===== src/rtl/ram_arbiter_if.sv =====
// Bundle of the two requester ports, the RAM-side bus and the busy flag.
// The slave modport is the arbiter's view; master is the environment's view.
interface ram_arbiter_if #(
  parameter int AW = 7,
  parameter int DW = 8
);
  logic          a_req;
  logic          a_we;
  logic [AW-1:0] a_addr;
  logic [DW-1:0] a_wdata;
  logic          a_ack;
  logic [DW-1:0] a_rdata;

  logic          b_req;
  logic          b_we;
  logic [AW-1:0] b_addr;
  logic [DW-1:0] b_wdata;
  logic          b_ack;
  logic [DW-1:0] b_rdata;

  logic          ram_we;
  logic [AW-1:0] ram_addr;
  logic [DW-1:0] ram_din;
  logic [DW-1:0] ram_dout;

  logic          busy;

  modport slave (
    input  a_req, a_we, a_addr, a_wdata,
    input  b_req, b_we, b_addr, b_wdata,
    input  ram_dout,
    output a_ack, a_rdata, b_ack, b_rdata,
    output ram_we, ram_addr, ram_din, busy
  );

  modport master (
    output a_req, a_we, a_addr, a_wdata,
    output b_req, b_we, b_addr, b_wdata,
    output ram_dout,
    input  a_ack, a_rdata, b_ack, b_rdata,
    input  ram_we, ram_addr, ram_din, busy
  );
endinterface


===== src/rtl/ram_arbiter.sv =====
// Two-port round-robin arbiter in front of a single-port RAM with registered read data.
// Every grant runs IDLE -> ISSUE -> WAIT -> RESP, one transaction per four cycles.
module ram_arbiter #(
  parameter int AW = 7,
  parameter int DW = 8
) (
  input  logic         clk,
  input  logic         rst,
  ram_arbiter_if.slave bus
);
  localparam logic [1:0] IDLE  = 2'd0;
  localparam logic [1:0] ISSUE = 2'd1;
  localparam logic [1:0] WAIT  = 2'd2;
  localparam logic [1:0] RESP  = 2'd3;

  logic [1:0]    state_q, state_d;
  logic          ptrB_q, ptrB_d;
  logic          selB_q, selB_d;
  logic          we_q, we_d;
  logic          ramWe_q, ramWe_d;
  logic [AW-1:0] ramAddr_q, ramAddr_d;
  logic [DW-1:0] ramDin_q, ramDin_d;
  logic [DW-1:0] aRdata_q, aRdata_d;
  logic [DW-1:0] bRdata_q, bRdata_d;
  logic          aAck_q, aAck_d;
  logic          bAck_q, bAck_d;
  logic          grantB;

  // ptrB_q set means port B is preferred when both ports request together.
  assign grantB = bus.b_req && (!bus.a_req || ptrB_q);

  // The RAM address/data registers double as the latched request fields,
  // so they naturally hold their value outside ISSUE and WAIT.
  always_comb begin
    state_d   = state_q;
    ptrB_d    = ptrB_q;
    selB_d    = selB_q;
    we_d      = we_q;
    ramWe_d   = 1'b0;
    ramAddr_d = ramAddr_q;
    ramDin_d  = ramDin_q;
    aRdata_d  = aRdata_q;
    bRdata_d  = bRdata_q;
    aAck_d    = 1'b0;
    bAck_d    = 1'b0;
    case (state_q)
      IDLE: begin
        if (bus.a_req || bus.b_req) begin
          selB_d    = grantB;
          ptrB_d    = !grantB;
          we_d      = grantB ? bus.b_we    : bus.a_we;
          ramWe_d   = grantB ? bus.b_we    : bus.a_we;
          ramAddr_d = grantB ? bus.b_addr  : bus.a_addr;
          ramDin_d  = grantB ? bus.b_wdata : bus.a_wdata;
          state_d   = ISSUE;
        end
      end
      ISSUE: begin
        state_d = WAIT;
      end
      WAIT: begin
        if (!we_q) begin
          if (selB_q) bRdata_d = bus.ram_dout;
          else        aRdata_d = bus.ram_dout;
        end
        aAck_d  = !selB_q;
        bAck_d  = selB_q;
        state_d = RESP;
      end
      RESP: begin
        state_d = IDLE;
      end
      default: begin
        state_d = IDLE;
      end
    endcase
  end

  always_ff @(posedge clk) begin
    if (rst) begin
      state_q   <= IDLE;
      ptrB_q    <= 1'b0;
      selB_q    <= 1'b0;
      we_q      <= 1'b0;
      ramWe_q   <= 1'b0;
      ramAddr_q <= '0;
      ramDin_q  <= '0;
      aRdata_q  <= '0;
      bRdata_q  <= '0;
      aAck_q    <= 1'b0;
      bAck_q    <= 1'b0;
    end else begin
      state_q   <= state_d;
      ptrB_q    <= ptrB_d;
      selB_q    <= selB_d;
      we_q      <= we_d;
      ramWe_q   <= ramWe_d;
      ramAddr_q <= ramAddr_d;
      ramDin_q  <= ramDin_d;
      aRdata_q  <= aRdata_d;
      bRdata_q  <= bRdata_d;
      aAck_q    <= aAck_d;
      bAck_q    <= bAck_d;
    end
  end

  assign bus.ram_we   = ramWe_q;
  assign bus.ram_addr = ramAddr_q;
  assign bus.ram_din  = ramDin_q;
  assign bus.a_ack    = aAck_q;
  assign bus.b_ack    = bAck_q;
  assign bus.a_rdata  = aRdata_q;
  assign bus.b_rdata  = bRdata_q;
  assign bus.busy     = (state_q != IDLE);
endmodule


===== src/flat_wrapper.sv =====
// flat-port wrapper written by rule: the top's interface ports become plain ports
module ram_arbiter_flat 
#(
  parameter int AW = 7,
  parameter int DW = 8
)
  (clk, rst, bus_a_req, bus_a_we, bus_a_addr, bus_a_wdata, bus_b_req, bus_b_we, bus_b_addr, bus_b_wdata, bus_ram_dout, bus_a_ack, bus_a_rdata, bus_b_ack, bus_b_rdata, bus_ram_we, bus_ram_addr, bus_ram_din, bus_busy);
  ram_arbiter_if #(.AW(AW), .DW(DW)) bus_i ();
  input  logic clk;
  input  logic rst;
  input wire logic [$bits(bus_i.a_req)-1:0] bus_a_req;
  input wire logic [$bits(bus_i.a_we)-1:0] bus_a_we;
  input wire logic [$bits(bus_i.a_addr)-1:0] bus_a_addr;
  input wire logic [$bits(bus_i.a_wdata)-1:0] bus_a_wdata;
  input wire logic [$bits(bus_i.b_req)-1:0] bus_b_req;
  input wire logic [$bits(bus_i.b_we)-1:0] bus_b_we;
  input wire logic [$bits(bus_i.b_addr)-1:0] bus_b_addr;
  input wire logic [$bits(bus_i.b_wdata)-1:0] bus_b_wdata;
  input wire logic [$bits(bus_i.ram_dout)-1:0] bus_ram_dout;
  output wire logic [$bits(bus_i.a_ack)-1:0] bus_a_ack;
  output wire logic [$bits(bus_i.a_rdata)-1:0] bus_a_rdata;
  output wire logic [$bits(bus_i.b_ack)-1:0] bus_b_ack;
  output wire logic [$bits(bus_i.b_rdata)-1:0] bus_b_rdata;
  output wire logic [$bits(bus_i.ram_we)-1:0] bus_ram_we;
  output wire logic [$bits(bus_i.ram_addr)-1:0] bus_ram_addr;
  output wire logic [$bits(bus_i.ram_din)-1:0] bus_ram_din;
  output wire logic [$bits(bus_i.busy)-1:0] bus_busy;
  assign bus_i.a_req = bus_a_req;
  assign bus_i.a_we = bus_a_we;
  assign bus_i.a_addr = bus_a_addr;
  assign bus_i.a_wdata = bus_a_wdata;
  assign bus_i.b_req = bus_b_req;
  assign bus_i.b_we = bus_b_we;
  assign bus_i.b_addr = bus_b_addr;
  assign bus_i.b_wdata = bus_b_wdata;
  assign bus_i.ram_dout = bus_ram_dout;
  assign bus_a_ack = bus_i.a_ack;
  assign bus_a_rdata = bus_i.a_rdata;
  assign bus_b_ack = bus_i.b_ack;
  assign bus_b_rdata = bus_i.b_rdata;
  assign bus_ram_we = bus_i.ram_we;
  assign bus_ram_addr = bus_i.ram_addr;
  assign bus_ram_din = bus_i.ram_din;
  assign bus_busy = bus_i.busy;
  ram_arbiter #(.AW(AW), .DW(DW)) u_core (.clk(clk), .rst(rst), .bus(bus_i));
endmodule

===== config.mk =====
export PLATFORM = sky130hd
export DESIGN_NAME = ram_arbiter_flat
export DESIGN_NICKNAME = d
export VERILOG_FILES = /design/src/rtl/ram_arbiter_if.sv /design/src/rtl/ram_arbiter.sv /design/src/flat_wrapper.sv
export SDC_FILE = /design/constraint.sdc
export NUM_CORES = 1
export LEC_CHECK = 0
export BUFFER_PORTS_ARGS = -buffer_cell sky130_fd_sc_hd__buf_2
export CORE_UTILIZATION = 45
export CTS_CLUSTER_DIAMETER = 120
export CTS_CLUSTER_SIZE = 20
export DETAILED_ROUTE_END_ITERATION = 8
export GPL_TIMING_DRIVEN = 0
export PLACE_DENSITY_LB_ADDON = 0.25
export SLEW_MARGIN = 20
export SYNTH_ARGS = -nofsm -noshare
export SYNTH_HDL_FRONTEND = slang
export SYNTH_SLANG_ARGS = --single-unit
export TNS_END_PERCENT = 50

===== constraint.sdc =====
create_clock -name clk -period 2 [get_ports clk]
set_clock_uncertainty 0.1 [all_clocks]
set_input_delay 0.3 -clock clk [delete_from_list [all_inputs] [get_ports clk]]
set_output_delay 0.3 -clock clk [all_outputs]
set_load 0.02 [all_outputs]

# After elaboration in Yosys (flattened, before gate mapping)

Index checks and enable logic that the tools add are counted.

Word-level logic and storage cells: 38
Output and inout port bits: 35
Register bits: 39

Reduce and logical (&&, ||, !) cells: 13
Mux-type cells: 5
Eq/ne operators: 4
Bitwise gates (word level): 5

Operators with widths:

| kind                 | count |
|---|---|
| $mux W8              | 1 |
| $pmux W2 S4          | 1 |
| $mux W7              | 1 |
| $reduce_and A3 Y1    | 2 |
| $not A1 Y1           | 5 |
| $eq A2 B2 Y1 const B | 2 |
| $logic_not A1 Y1     | 3 |
| $reduce_or A3 Y1     | 1 |
| $eq A2 B1 Y1 const B | 1 |
| $logic_not A2 Y1     | 1 |
| $logic_or A1 B1 Y1   | 2 |
| $mux W2              | 1 |
| $ne A2 B1 Y1 const B | 1 |
| $reduce_and A2 Y1    | 1 |
| $reduce_bool A2 Y1   | 1 |
| $reduce_or A2 Y1     | 1 |
| $logic_and A1 B1 Y1  | 1 |
| $mux W1              | 1 |

# Logic depth before layout (Yosys ltp)

Depth in word-level cells: 4
Mapped depth: 6
Depth with buffers taken out: 5

# Worst setup path after synthesis

Ideal clock, no wire load.

Kind: reg-to-reg
From: register u_core.state_q[0]
To: register u_core.ramDin_q[5], in the netlist u_core.bus.ram_din[5]
Setup slack: 471 ps
Cell stages (with the launch flop): 7
Library setup time: 122 ps
Arrival: 1307 ps
Data required time: 1778 ps
Cells stage by stage: dfxtp_1 -> inv_1 -> ha_1 -> o21a_1 -> nor2_2 -> buf_6 -> a221o_1

Word-level cells in the longest chain between the ends: 2

Ends and longest elaborated chain:

| item                        | line              | RTL |
|---|---|---|
| start, declared             | ram_arbiter.sv:16 | `logic [1:0] state_q, state_d;` |
| start signal, assigned      | ram_arbiter.sv:93 | `state_q <= state_d;` |
| $logic_not A2 Y1            | ram_arbiter.sv:46 | `case (state_q)` |
| $reduce_and A2 Y1 (no line) | --                |  |
| end signal, assigned        | ram_arbiter.sv:99 | `ramDin_q <= ramDin_d;` |
| end, declared               | ram_arbiter.sv:22 | `logic [DW-1:0] ramDin_q, ramDin_d;` |

No other way between the ends.
A chain may end at the register's enable or synchronous reset.

# Worst setup path after layout

From: register u_core.state_q[1]
To: output port bus_busy

Word-level cells in the longest chain between the ends: 1

Ends and longest elaborated chain:

| item               | line               | RTL |
|---|---|---|
| $reduce_bool A2 Y1 | ram_arbiter.sv:114 | `assign bus.busy = (state_q != IDLE);` |
| end, declared      | flat_wrapper.sv:27 | `output wire logic [$bits(bus_i.busy)-1:0] bus_busy;` |

No other way between the ends.

==> metrics <==
status finished, final reports clean; via count 1448; Pleak 1.07 nW; Final min period 1.70 ns; Max Slew Vio Count 0; TritonCTS Buffers 5; num rows 21; Layout area overhead 29.8%; First DRT Iteration DRCs 40; share of cells above drive strength 1 44.6%; reg-to-reg startpoint u_core.state_q[0]; DR pass1 iterations 4; total grt overflow 0; drt drc 0; hold_buf cts 0; Max VDD drop 542 uV; number of antenna violations at the first check in global routing 0; Setup crit end bus_busy; Synth Instances 147; CP peak stage delay 0.40 ns; Die Footprint 3900 sq um; Clock Latency Late Sink 0.34 ns; EDFF count, synth 0; Clock Tree Root clkbuf_4; CTS Buffer Depth 2; Max Cap Viol 0; Critical Path Start Type flop; final setup vio count 0; post_cts resized 0; relative slew slack 78.4%; Max Clk Rate 589 MHz; # nets final 280; Setup CP Type flop to output pin; Yosys reg bits 39; Total Wirelength 3800 um; clock transition at the registers of the reported paths 0.10 ns; vias in the first global route 1415; Final HPWL DP 2840 um; post-synthesis sequential area ratio 47.5%; first-pass GRT wire length 6510 um; crit path launch u_core.state_q[1]; synth unique cells 29; die width 62.4 um; final worst path period share 84.9%; FF-to-FF path depth 6; crit-path most repeated cell inv_1; flop-to-flop setup slack 0.31 ns; Initial Util 48.1%; CTS tree yes; PD cells 1110 nW/um^2; Cell Chain, Critical Path inv_1, ha_1, inv_1, buf_2; largest net degree at the start of global routing 11; port bufs 78; Mapped Avg Cell Area 11.2 sq um; H-tree depth 2; routed length per instance 13.7 um; asr flop ratio synth 0%; Die Y 62.4 um; ant diodes 0; TritonCTS Sinks 39; final worst slack 0.302 ns; Critical Path End Type output pin; GRT Resource Usage Total 21.1%; DP Worst Slack 0.312 ns; post-route ant nets 0; min-delay worst type input pin to flop; Synth Net Count 195; Crit-path slowest cell dfxtp_1; CP Data Arrival Time 1.30 ns; TNS Setup 0 ns; DR vias/cell 5.23; Ys Warns 0; Req. time, crit path 1.60 ns; RR Endpoint u_core.bus.ram_din[0]; Final Hold Fails 0; Main synth FF type dfxtp_1; Mapped Area 1640 sq um; RSZ-0062 raised after global routing false; # Post-CTS Setup Buffers 0; core area 3420 sq um; CP Max Fanout 7; top-level port count 79; Least-Margin Pin Slew 0.322 ns; GP Congestion 0.728
state kept, by name, summed over array words and instances, names as in the netlist, 2 cells and up:
name and count:
u_core.bus.b_rdata 8, u_core.bus.a_rdata 8, u_core.bus.ram_din 8, u_core.state_q 2
u_core.bus.ram_addr 7
layout make-up:
type | count | area, sq um
timing repair buffer | 78 | 390
clock buffer | 6 | 41.3
buffer | 11 | 98.8
inverter | 4 | 15.0
sequential | 39 | 781
multi-input combinational | 93 | 748
tap | 46 | 57.6
fill | 314 | 1280
Yosys cell counts, drive strengths merged (2+ instances only):
library cell | number | area (sq um)
buf | 11 | 98.9
mux2i | 17 | 170
nand2 | 5 | 21.3
a221o | 15 | 153
ha | 4 | 50.1
nor2 | 21 | 81.3
dfxtp | 39 | 781
inv | 4 | 15.0
nor4b | 15 | 144
and3 | 2 | 13.8
nor3b | 2 | 15.0
worst min-delay path by stage:
stage / slack, ns / endpoint / cells after the start / startpoint
6_report: 0.08 / u_core.bus.ram_din[7] / 2 / bus_b_wdata[7]
5_1_grt: 0.05 / u_core.bus.ram_din[7] / 2 / bus_b_wdata[7]
4_1_cts: 0.07 / u_core.bus.ram_din[3] / 2 / bus_b_wdata[3]
3_5_place_dp: 0.37 / u_core.bus.ram_din[7] / 1 / u_core.bus.ram_din[7]
3_3_place_gp: 0.37 / u_core.ptrB_q / 2 / u_core.ptrB_q
2_1_floorplan: 0.34 / u_core.bus.ram_din[5] / 1 / bus_b_wdata[5]
cell families after synthesis:
logic type               synth area share [%]
AND/OR/NAND/NOR                          20.1
buffers and inverters                    6.93
multiplexers                             10.4
AO/OA/AOI/OAI                            12.0
flip-flops                               47.5
adder cells (fa/ha/maj)                  3.05
critical path: cells and delay by family, from the launching register on:
family                     cells  cell delay [ns]
buffers and inverters          3             0.30
DFF                            1             0.40
adders and majority gates      1             0.26
stage by stage:
step           util [%]  hold slack, ns  power [mW]  instance area (sq um)  std cells
6_report           62.4          0.0759        2.36                   2130        277
5_1_grt            62.4          0.0530        2.51                   2130        277
4_1_cts            62.4          0.0680        2.37                   2130        277
3_5_place_dp       61.2           0.370        2.03                   2090        271
3_3_place_gp       61.2           0.368        2.00                   2090        271
2_1_floorplan         -           0.338        1.73                   1640        147
layout by cell type, fill, tap and decap left out, types with 2 or more instances in the layout:
cell,n
mux2i_1,17
buf_6,7
nand2_1,4
clkbuf_4,5
nor4b_1,13
dfxtp_1,39
buf_2,82
nor3b_1,2
a221o_2,2
a221o_1,13
nor2_1,20
nor4b_2,2
inv_1,4
ha_1,4
where the power goes:
group / internal (mW) / switching [mW] / total (mW)
clock: 0.125 / 0.232 / 0.357
combinational: 0.415 / 0.561 / 0.976
sequential: 0.939 / 0.0901 / 1.03
routing by layer:
metal / global-route usage (%) / share of wire, % / vias up
li1: - / - / 711
met1: 27.2 / 47 / 685
met2: 32.9 / 46 / 45
met3: 6.57 / 6.2 / 7
met4: 7.85 / 1.5 / 0
met5: 0 / 0 / -
Note: power is estimated with default switching activity, not from simulation.
